### config.mk
export PLATFORM = sky130hd
export DESIGN_NAME = gray_counter_updown
export DESIGN_NICKNAME = d
export VERILOG_FILES = /design/src/rtl/gray_counter_updown.sv
export SDC_FILE = /design/constraint.sdc
export NUM_CORES = 1
export LEC_CHECK = 0
export BUFFER_PORTS_ARGS = -buffer_cell sky130_fd_sc_hd__buf_2
export CAP_MARGIN = 30
export CORE_AREA = 2 2 39 41
export DETAILED_ROUTE_END_ITERATION = 10
export DIE_AREA = 0 0 41 43
export PLACE_DENSITY = 0.7
export SLEW_MARGIN = 20
export SYNTH_ARGS = -nofsm -noshare
export SYNTH_HDL_FRONTEND = slang
export SYNTH_SLANG_ARGS = --single-unit
### constraint.sdc
create_clock -name clk -period 2 [get_ports clk]
set_clock_uncertainty 0.15 [all_clocks]
set_input_delay 0.2 -clock clk [delete_from_list [all_inputs] [get_ports clk]]
set_output_delay 0.2 -clock clk [all_outputs]
set_load 0.02 [all_outputs]
### src/rtl/gray_counter_updown.sv
// N-bit up/down counter with registered binary and Gray views, synchronous
// load, selectable wrap/saturate at the end points, wrap pulse and terminal-count flag.
module gray_counter_updown #(
  parameter int WIDTH = 4,
  parameter int WRAP  = 1,
  parameter int INIT  = 0
) (
  input  logic             clk,
  input  logic             rst,
  input  logic             en,
  input  logic             up,
  input  logic             load,
  input  logic [WIDTH-1:0] load_val,
  output logic [WIDTH-1:0] gray,
  output logic [WIDTH-1:0] bin,
  output logic             wrap,
  output logic             tc
);

  localparam logic [WIDTH-1:0] MAX_C  = {WIDTH{1'b1}};
  localparam logic [WIDTH-1:0] ZERO_C = {WIDTH{1'b0}};
  localparam logic [WIDTH-1:0] ONE_C  = {{(WIDTH-1){1'b0}}, 1'b1};
  localparam logic [WIDTH-1:0] INIT_C = WIDTH'(INIT);
  localparam bit               WRAP_EN = (WRAP != 32'sd0);

  function automatic logic [WIDTH-1:0] bin2gray(input logic [WIDTH-1:0] b);
    return b ^ (b >> 1);
  endfunction

  logic [WIDTH-1:0] bin_q, bin_d, gray_q;
  logic             wrap_q, wrap_d;

  // Next-count selection: load beats enable; end points either wrap or hold.
  always_comb begin
    bin_d  = bin_q;
    wrap_d = 1'b0;
    if (load) begin
      bin_d = load_val;
    end else if (en) begin
      if (up) begin
        if (bin_q != MAX_C) begin
          bin_d = bin_q + ONE_C;
        end else if (WRAP_EN) begin
          bin_d  = ZERO_C;
          wrap_d = 1'b1;
        end else begin
          bin_d = bin_q;
        end
      end else begin
        if (bin_q != ZERO_C) begin
          bin_d = bin_q - ONE_C;
        end else if (WRAP_EN) begin
          bin_d  = MAX_C;
          wrap_d = 1'b1;
        end else begin
          bin_d = bin_q;
        end
      end
    end else begin
      bin_d = bin_q;
    end
  end

  // Gray is registered from the next binary value so the output never glitches.
  always_ff @(posedge clk) begin
    if (rst) begin
      bin_q  <= INIT_C;
      gray_q <= bin2gray(INIT_C);
      wrap_q <= 1'b0;
    end else begin
      bin_q  <= bin_d;
      gray_q <= bin2gray(bin_d);
      wrap_q <= wrap_d;
    end
  end

  assign bin  = bin_q;
  assign gray = gray_q;
  assign wrap = wrap_q;
  assign tc   = up ? (bin_q == MAX_C) : (bin_q == ZERO_C);

endmodule

After elaboration in Yosys (flattened, before gate mapping)
Index checks and enable logic that the tools add are counted.

storage, ports and cells
  memory bits (writable) = 0
  bits in latches = 0
  register bits = 9
  bits in read-only memories = 0
  memories = 0
  word-level logic and storage cells = 21
  bits of input ports = 9
  output and inout bits = 10

operators by class
  order comparisons = 0
  eq/ne operators = 2
  add/sub/neg operators = 2
  div/mod/pow operators = 0
  bitwise operators = 2
  shifts and indexed selects = 0
  reduce and logical (&&, ||, !) cells = 3
  multiplexer cells = 9
  $mul = 0

operators with widths
  cell                                                                 number
  4-bit 2-to-1 mux                                                     5
  4-bit by 1-bit adder with 4-bit output (second input constant)       1
  4-bit equality test (second input constant)                          1
  4-bit logical NOT                                                    1
  1-bit 2-to-1 mux                                                     4
  4-bit != test (second input constant)                                1
  4-bit nonzero test                                                   1
  4-bit by 1-bit subtractor with 4-bit output (second input constant)  1
  4-bit by 3-bit bitwise XOR with 4-bit output                         1
  3-bit OR reduction                                                   1
  1-bit inverter                                                       1

Longest topological paths before layout
Gate-level depths: netlist of run 1.

  depth after elaboration = 6
  depth in mapped cells = 7
  gate-level depth less buffers = 7

Least setup slack after synthesis of run 1
OpenSTA, ideal clock, no wires.

  kind = reg-to-reg
  start point = register bin_q[0], in the netlist bin[0]
  end point = register gray_q[2], in the netlist gray[2]
  data required time = 1.729 ns
  slack = -0.167 ns
  setup time = 0.121 ns
  clock period less this slack = 2.167 ns
  stages on the path, launching flop included = 8
  arrival = 1.895 ns
  path buffers = 0
  cells stage by stage = dfxtp_1 -> inv_1 -> ha_1 -> o21bai_1 -> a211oi_1 -> a311oi_1 -> a211oi_1 -> mux2_4

between the ends
  longest elaborated chain between the ends = 6
  elaborated cells between the ends (all ways) = 10
  classes of those cells = add/sub: 2; eq/ne: 1; mux: 5; bitwise: 1; reduce/logical: 1

ends and longest elaborated chain
  what                                                                 line    source
  start: declaration                                                   30      logic [WIDTH-1:0] bin_q, bin_d, gray_q;
  start signal: assignment                                             71      bin_q <= bin_d;
  4-bit by 1-bit subtractor with 4-bit output (tied with other cells)  51      bin_d = bin_q - ONE_C;
  4-bit 2-to-1 mux, on equally long branches                           50, 41
  4-bit 2-to-1 mux *                                                   40      if (up) begin
  4-bit 2-to-1 mux *                                                   39      end else if (en) begin
  4-bit 2-to-1 mux *                                                   37      if (load) begin
  4-bit by 3-bit bitwise XOR with 4-bit output *                       27      return b ^ (b >> 1);
  end signal: assignment                                               68      gray_q <= bin2gray(INIT_C);
  end signal: assignment                                               72      gray_q <= bin2gray(bin_d);
  end: declaration                                                     30

Every way passes the cells marked *; elsewhere a longest branch is shown, timed or not.
A chain may end at the register's enable or synchronous reset.

Final worst setup path of run 1
  start point = register bin_q[1], in the netlist bin[1]
  end point = output tc

between the ends
  longest elaborated chain between the ends = 2
  elaborated cells between the ends (all ways) = 3
  classes of those cells = eq/ne: 1; mux: 1; reduce/logical: 1

ends and longest elaborated chain
  what                                                      line  source
  4-bit equality test or 4-bit logical NOT (tied branches)  80    assign tc = up ? (bin_q == MAX_C) : (bin_q == ZERO_C);
  1-bit 2-to-1 mux *                                        80
  end: declaration                                          17    output logic tc

Marks and branches as above.

==> results of run 1 <==
worst max-delay path, stage by stage, from the launching register on:
cell and delay (ps):
dfxtp_4 360, inv_1 100, ha_2 190, or3b_4 400, o21ai_4 140, buf_6 130
cells by family after synthesis:
family | Yosys count
xor gates and xnor gates | 3
muxes | 4
buffers and inverters | 7
adders and majority gates | 2
DFF | 8
and+or+nand+nor | 18
AOI/OAI and AO/OA | 13
area by class of cell:
cell class                 count  share of cell area
sequential                     8              0.2431
tap                           16             0.02947
clock buffer                   3             0.03315
inverter                       3             0.01657
timing repair buffer          23              0.1971
multi-input combinational     40              0.4807
repair_timing:
item / in CTS / in global routing
endpoints found under the hold margin: 0 / 0
gates resized for setup: 6 / 5
pin swaps: 1 / 1
setup endpoints to repair: 3 / 2
metrics by stage:
step / cells / worst slack, ps / total power, mW / hold WS, ps / setup TNS [ps]
3_5_place_dp: 90 / -80.35 / 0.3337 / 336.3 / -130.1
3_3_place_gp: 90 / -12.78 / 0.3305 / 325.5 / -21.53
5_1_grt: 93 / -9.413 / 0.5063 / 72.18 / -9.413
2_1_floorplan: 55 / -28.12 / 0.2867 / 232.8 / -28.12
6_report: 93 / 57.61 / 0.4760 / 56.23 / 0
4_1_cts: 93 / 5.282 / 0.4719 / 63.88 / 0
state kept, by name, summed over array words and instances, names as in the netlist:
signal	count
gray	3
bin	4
wrap	1
final timing paths:
kind	startpoint	endpoint	slack [ps]
max	bin[1]	tc	60
min	rst	bin[1]	60
max reg2reg	bin[1]	gray[0]	70
min reg2reg	bin[2]	bin[2]	530
power by group through the flow:
stage          combinational (mW)  clock, mW  sequential [mW]
4_1_cts                     0.154      0.132            0.186
3_3_place_gp                0.142          0            0.189
2_1_floorplan              0.0760          0            0.211
5_1_grt                     0.175      0.143            0.188
3_5_place_dp                0.144          0            0.190
6_report                    0.160      0.130            0.186
per-layer routing:
| metal | wire, um | track usage | vias to the layer above |
|---|---|---|---|
| met1 | 478 | 0.1683 | 229 |
| met2 | 648 | 0.3063 | 19 |
| li1 | - | - | 250 |
| met5 | 0 | 0 | - |
| met3 | 74 | 0.05759 | 4 |
| met4 | 23 | 0.09333 | 0 |
cells in the mapped netlist:
library cell,n,area share
dfxtp_1,8,0.33
nor2_1,8,0.062
a211oi_1,3,0.046
ha_1,2,0.052
inv_1,2,0.015
mux2i_1,2,0.041
nand3_1,2,0.021
nor3b_1,2,0.031
o21ai_0,2,0.021
xor2_1,2,0.036
a211o_2,1,0.021
a21oi_1,1,0.010
a221oi_1,1,0.018
a311oi_1,1,0.018
a31o_2,1,0.018
a31oi_1,1,0.013
buf_1,1,0.0077
buf_4,1,0.015
buf_6,1,0.023
clkbuf_1,1,0.0077
inv_2,1,0.0077
mux2_2,1,0.023
mux2_4,1,0.031
nand2_1,1,0.0077
nand2b_1,1,0.013
nand4_1,1,0.013
nor3_1,1,0.010
o21bai_1,1,0.015
o31a_2,1,0.021
or3b_2,1,0.018
or4_1,1,0.015
xnor2_1,1,0.018
==> summary.txt, run 1 <==
Synth
  – Syn nets: 66
  – Cell count after synthesis: 55
  – Multiplexer share of the synthesized area: 0.09536
  – Largest family of logic cells by synthesized area: compound AO/OA/AOI/OAI gates
  – Cell Area, Synth: about 500 sq um
  – Compound-Gate Fraction of Synth Area: 0.2010
  – Sequential share of the synthesized area: 0.3299
  – Adder and majority gate portion of the synthesized area: 0.05155
  – Warnings, synthesis: 0
  – Mean post-synth cell area: about 9 sq um
  – Post-synthesis xor/xnor area fraction: 0.05412
  – Synth Area in Simple Gates: 0.1907
  – Yosys reg bits: 8
  – Synth unique cells: 32

GRT
  – Largest net degree at the start of global routing: 10
  – Vias in the first global route: between 400 and 500
  – Overall routing resource usage: 0.1761
  – GR Overflow Total: 0
  – Initial antenna violation count: 0
  – First-pass GRT wire length: 2.001 mm

Timing
  – Headroom to the max-slew limit: 0.7641
  – Slew at the pin closest to its max-slew limit: 344.1 ps
  – Final period util: 0.9712
  – # setup viols final: 0
  – Final Hold Viols: 0
  – Pins Over Slew Limit: 0
  – Highest clock rate: 514.8 MHz
  – Final Critical Period: 1942 ps

Final layout
  – Area of the multi-input gates: 326.6 sq um
  – Synth-to-Final Area Change: 39.95%
  – Final Util: 0.4910
  – Layout cells sized above 1: 0.5325
  – Commonest cells after routing, fill and taps aside: 17 x buf_2, 8 x nor2_1, 6 x dfxtp_1, 5 x buf_4, 3 x clkbuf_4
  – Design area: 679.4 sq um
  – Commonest non-fill, non-tap cell in the layout: buf_2
  – Final #Nets: 90
  – Number of diodes: 0
  – Register Area: between 150 and 200 sq um
  – Fillers: roughly 150

Detailed routing
  – DRC viols: 0
  – Detail Route Antenna Nets: 0
  – Final WL: around 1.2 mm
  – Pre-Repair DR Iteration Count: 4
  – Drt first-iter violations: 12
  – Routed WL per cell: 13.16 um
  – Number of vias per cell: 5.398
  – Via count: 502

Placement
  – Area post-placement: around 600 sq um
  – Port bufs: 18
  – Final GP Congestion: between 0.7 and 0.8
  – Hpwl dp: 889.6 um

Floorplan
  – Num rows: 14
  – Chip height: 43 um
  – Die area: about 1800 sq um
  – Starting density of the core: 0.3508
  – Io pins: 19
  – Core Region: between 1000 and 1500 sq um
  – Die width: 41 um

Worst setup path
  – CP Data Arrival Time: 1590 ps
  – Worst setup EP type: output pin
  – CP max FO: 6
  – Startpoint types: flip-flop
  – R2R depth: 7
  – Worst Path Required: about 1700 ps
  – Crit Path Class: flip-flop to output pin

Hold path
  – Hold Path Cell Cnt: 2
  – Hold/Removal Path Class: primary input to flip-flop

CTS
  – CTS sink cnt: 8
  – Clock-pin slew on the worst setup and hold paths: 60 ps
  – CTS root buffer: clkbuf_4
  – Clk Latency, worst-skew pair: 260 ps
  – Htree depth: 1
  – Postcts setup bufs: 0
  – Num CTS Buffers: 3
  – CTS Hold Bufs: 0
  – CTS tree: yes
  – CTS max path bufs: 2

Flow run
  – Number of max-cap violations: 0

Power
  – Flop pwr share: 0.390
  – Leak: about 0.32 nW
  – Logic pwr share: 0.336
  – Switching Share: 0.3347
  – Psw: ~160 uW
  – Clock share of power: 0.274
  – Pint: 316.7 uW
  – Pwr per Cell Area: ~700 nW/um^2
  – Worst vdd rail ir drop: 0.3699 mV

Outcome
  – Outcome: completed
No activity file was read; power rests on OpenSTA's default activity.
==> run 2, diff against run 1 <==
--- a/config.mk
+++ b/config.mk
@@ -6,7 +6,7 @@
 export NUM_CORES = 1
 export LEC_CHECK = 0
 export BUFFER_PORTS_ARGS = -buffer_cell sky130_fd_sc_hd__buf_2
-export CAP_MARGIN = 30
+export CAP_MARGIN = 20
 export CORE_AREA = 2 2 39 41
 export DETAILED_ROUTE_END_ITERATION = 10
 export DIE_AREA = 0 0 41 43
==> constraint.sdc (replaced) <==
create_clock -name clk -period 1.7 [get_ports clk]
set_clock_uncertainty 0.15 [all_clocks]
set_input_delay 0.17 -clock clk [delete_from_list [all_inputs] [get_ports clk]]
set_output_delay 0.17 -clock clk [all_outputs]
set_load 0.02 [all_outputs]
==> run 2 against run 1 <==
The flow now finishes with violations (setup timing). Power rose by 30%. Highest routed layer unchanged. Die area did not move. Sequential share of layout area fell by 3.2 points. Final area rose by 20%.
==> summary.txt, run 2 (synthesized netlist as in run 1, its figures left out) <==
Detailed routing
  – Routed WL per cell: about 13 um
  – Number of vias per cell: 5.125
  – DRC viols: 0
  – Pre-Repair DR Iteration Count: 4
  – Final WL: 1.348 mm
  – Via count: 533
  – Detail Route Antenna Nets: 0
  – Drt first-iter violations: 6

Worst setup path
  – R2R setup slack: -160 ps
  – Worst setup EP type: output pin
  – Critical path cell sequence: inv_4 > ha_4 > or3b_4 > buf_6 > o21ai_4 > buf_6
  – R2R depth: 6
  – CP Data Arrival Time: 1600 ps
  – Slowest-stage cell, CP: or3b_4
  – Reg-to-Reg End: gray[2]
  – Most frequent CP cell: buf_6
  – Top delay family on crit path: simple AND/OR/NAND/NOR gates
  – Crit Path Class: flip-flop to output pin
  – Crit. Startpoint: bin[1]
  – CP bufs+invs: 3
  – Startpoint types: flip-flop
  – CP max FO: 5
  – Slowest cell delay on critical path: just under 400 ps
  – Reg-to-Reg Start: bin[0]
  – Worst Path Required: 1380 ps

Timing
  – Highest clock rate: 521.4 MHz
  – Final period util: 1.128
  – Final WS setup: -218.0 ps
  – Headroom to the max-slew limit: 0.8179
  – RSZ-0062 raised after global routing: yes
  – Final Critical Period: 1918 ps
  – # setup viols final: 5
  – Final Hold Viols: 0
  – Pins Over Slew Limit: 0
  – Slew at the pin closest to its max-slew limit: approximately 270 ps

Final layout
  – Final #Nets: 100
  – Cell Count, Final, Fillers Out: 104
  – Commonest non-fill, non-tap cell in the layout: buf_2
  – Largest register FFs: 4
  – Synth-to-Final Area Change: 68.56%
  – Number of diodes: 0
  – Layout cells sized above 1: 0.6705
  – Commonest cells after routing, fill and taps aside: 17 x buf_2, 13 x buf_4, 8 x nor2_1, 4 x dfxtp_1
  – Fillers: 133
  – Final Util: 0.5913
  – Design area: just over 800 sq um

Placement
  – Post-Place Cells: 96
  – Port bufs: 18
  – Area post-placement: 718.2 sq um
  – Dpl ws: -146.9 ps
  – Hpwl dp: 993.5 um
  – Final GP Congestion: 0.7820

Power
  – Worst vdd rail ir drop: 0.3649 mV
  – Switching Share: 0.3316
  – Power Total: 620.4 uW
  – Psw: ~210 uW
  – Leak: ~0.38 nW
  – Logic pwr share: 0.383
  – Pwr per Cell Area: between 700 and 800 nW/um^2
  – Clock share of power: 0.265
  – Pint: 414.7 uW
  – Flop pwr share: 0.351

Hold path
  – Hold Path Cell Cnt: 3
  – Hold path endpoint: bin[3]
  – HP Start: load_val[3]
  – Hold/Removal Path Class: primary input to flip-flop

GRT
  – Vias in the first global route: 520
  – GR Overflow Total: 0
  – Largest net degree at the start of global routing: 10
  – First-pass GRT wire length: 2.111 mm
  – Overall routing resource usage: 0.1779
  – Initial antenna violation count: 0

Flow run
  – Number of max-cap violations: 0

Floorplan
  – Die width: a little over 40 um
  – Chip height: 43 um
  – Die area: approximately 1800 sq um
  – Num rows: 14
  – Starting density of the core: 0.3508
  – Io pins: 19
  – Core Region: 1384 sq um

CTS
  – CTS Hold Bufs: 0
  – Num CTS Buffers: 3
  – CTS max path bufs: 2
  – Htree depth: 1
  – CTS tree: yes
  – CTS sink cnt: 8
  – Clock-pin slew on the worst setup and hold paths: 70 ps
  – CTS root buffer: clkbuf_4
  – Clk Latency, worst-skew pair: 270 ps

Outcome
  – Failing checks: setup timing
  – Outcome: finished with violations
[run 2: power groups by stage]
| stage | Combinational, mW | Sequential [mW] | Clock, mW |
|---|---|---|---|
| after floorplan | 0.107 | 0.250 | 0 |
| after global placement | 0.205 | 0.222 | 0 |
| after detailed placement | 0.209 | 0.222 | 0 |
| after CTS | 0.234 | 0.218 | 0.165 |
| after global routing | 0.257 | 0.219 | 0.184 |
| final | 0.238 | 0.218 | 0.165 |
[run 2: how the worst max path moves through the flow]
| stage | endpoint | slack [ps] | cells after the start |
|---|---|---|---|
| 3_3_place_gp | gray[2] | -120 | 6 |
| 4_1_cts | tc | -220 | 6 |
| 5_1_grt | tc | -290 | 6 |
| 3_5_place_dp | gray[2] | -150 | 7 |
| 2_1_floorplan | gray[2] | -140 | 5 |
| 6_report | tc | -220 | 6 |
[run 2: layer usage]
layer | global-route usage | routed length [um]
met5 | 0 | 0
met4 | 0.06000 | 17
met3 | 0.07330 | 76
met2 | 0.3063 | 710
met1 | 0.1806 | 543
[run 2: final cells by class]
type	count	area [sq um]	area share
Timing Repair Buffer	33	216.5	0.2645
Clock buffer	4	26.28	0.03211
Tap cell	16	20.02	0.02446
Inverter	3	16.27	0.01988
Multi-Input combinational cell	40	366.6	0.4480
Sequential cell	8	172.7	0.2110
[run 2: through the flow]
step | setup TNS [ps] | hold WS [ps]
6_report | -580.4 | 42.43
5_1_grt | -933.3 | 44.92
4_1_cts | -586.9 | 43.78
3_5_place_dp | -307.7 | 297.1
3_3_place_gp | -222.6 | 295.4
2_1_floorplan | -156.4 | 186.3
[run 2: what timing repair did]
item                                    4_1_cts  5_1_grt
resized for setup                             8        1
pin swaps                                     3        2
buffers inserted                              3        1
endpoints found under the setup margin        5        8
gates cloned                                  0        0
[run 2: worst reg2reg max path: cells and delay by family, from the launching register on]
family / cells / cell delay (ps)
adder cells (fa/ha/maj): 1 / 220
flip-flops: 1 / 360
AND/OR/NAND/NOR: 2 / 130
AO/OA/AOI/OAI: 1 / 340
multiplexers: 2 / 550
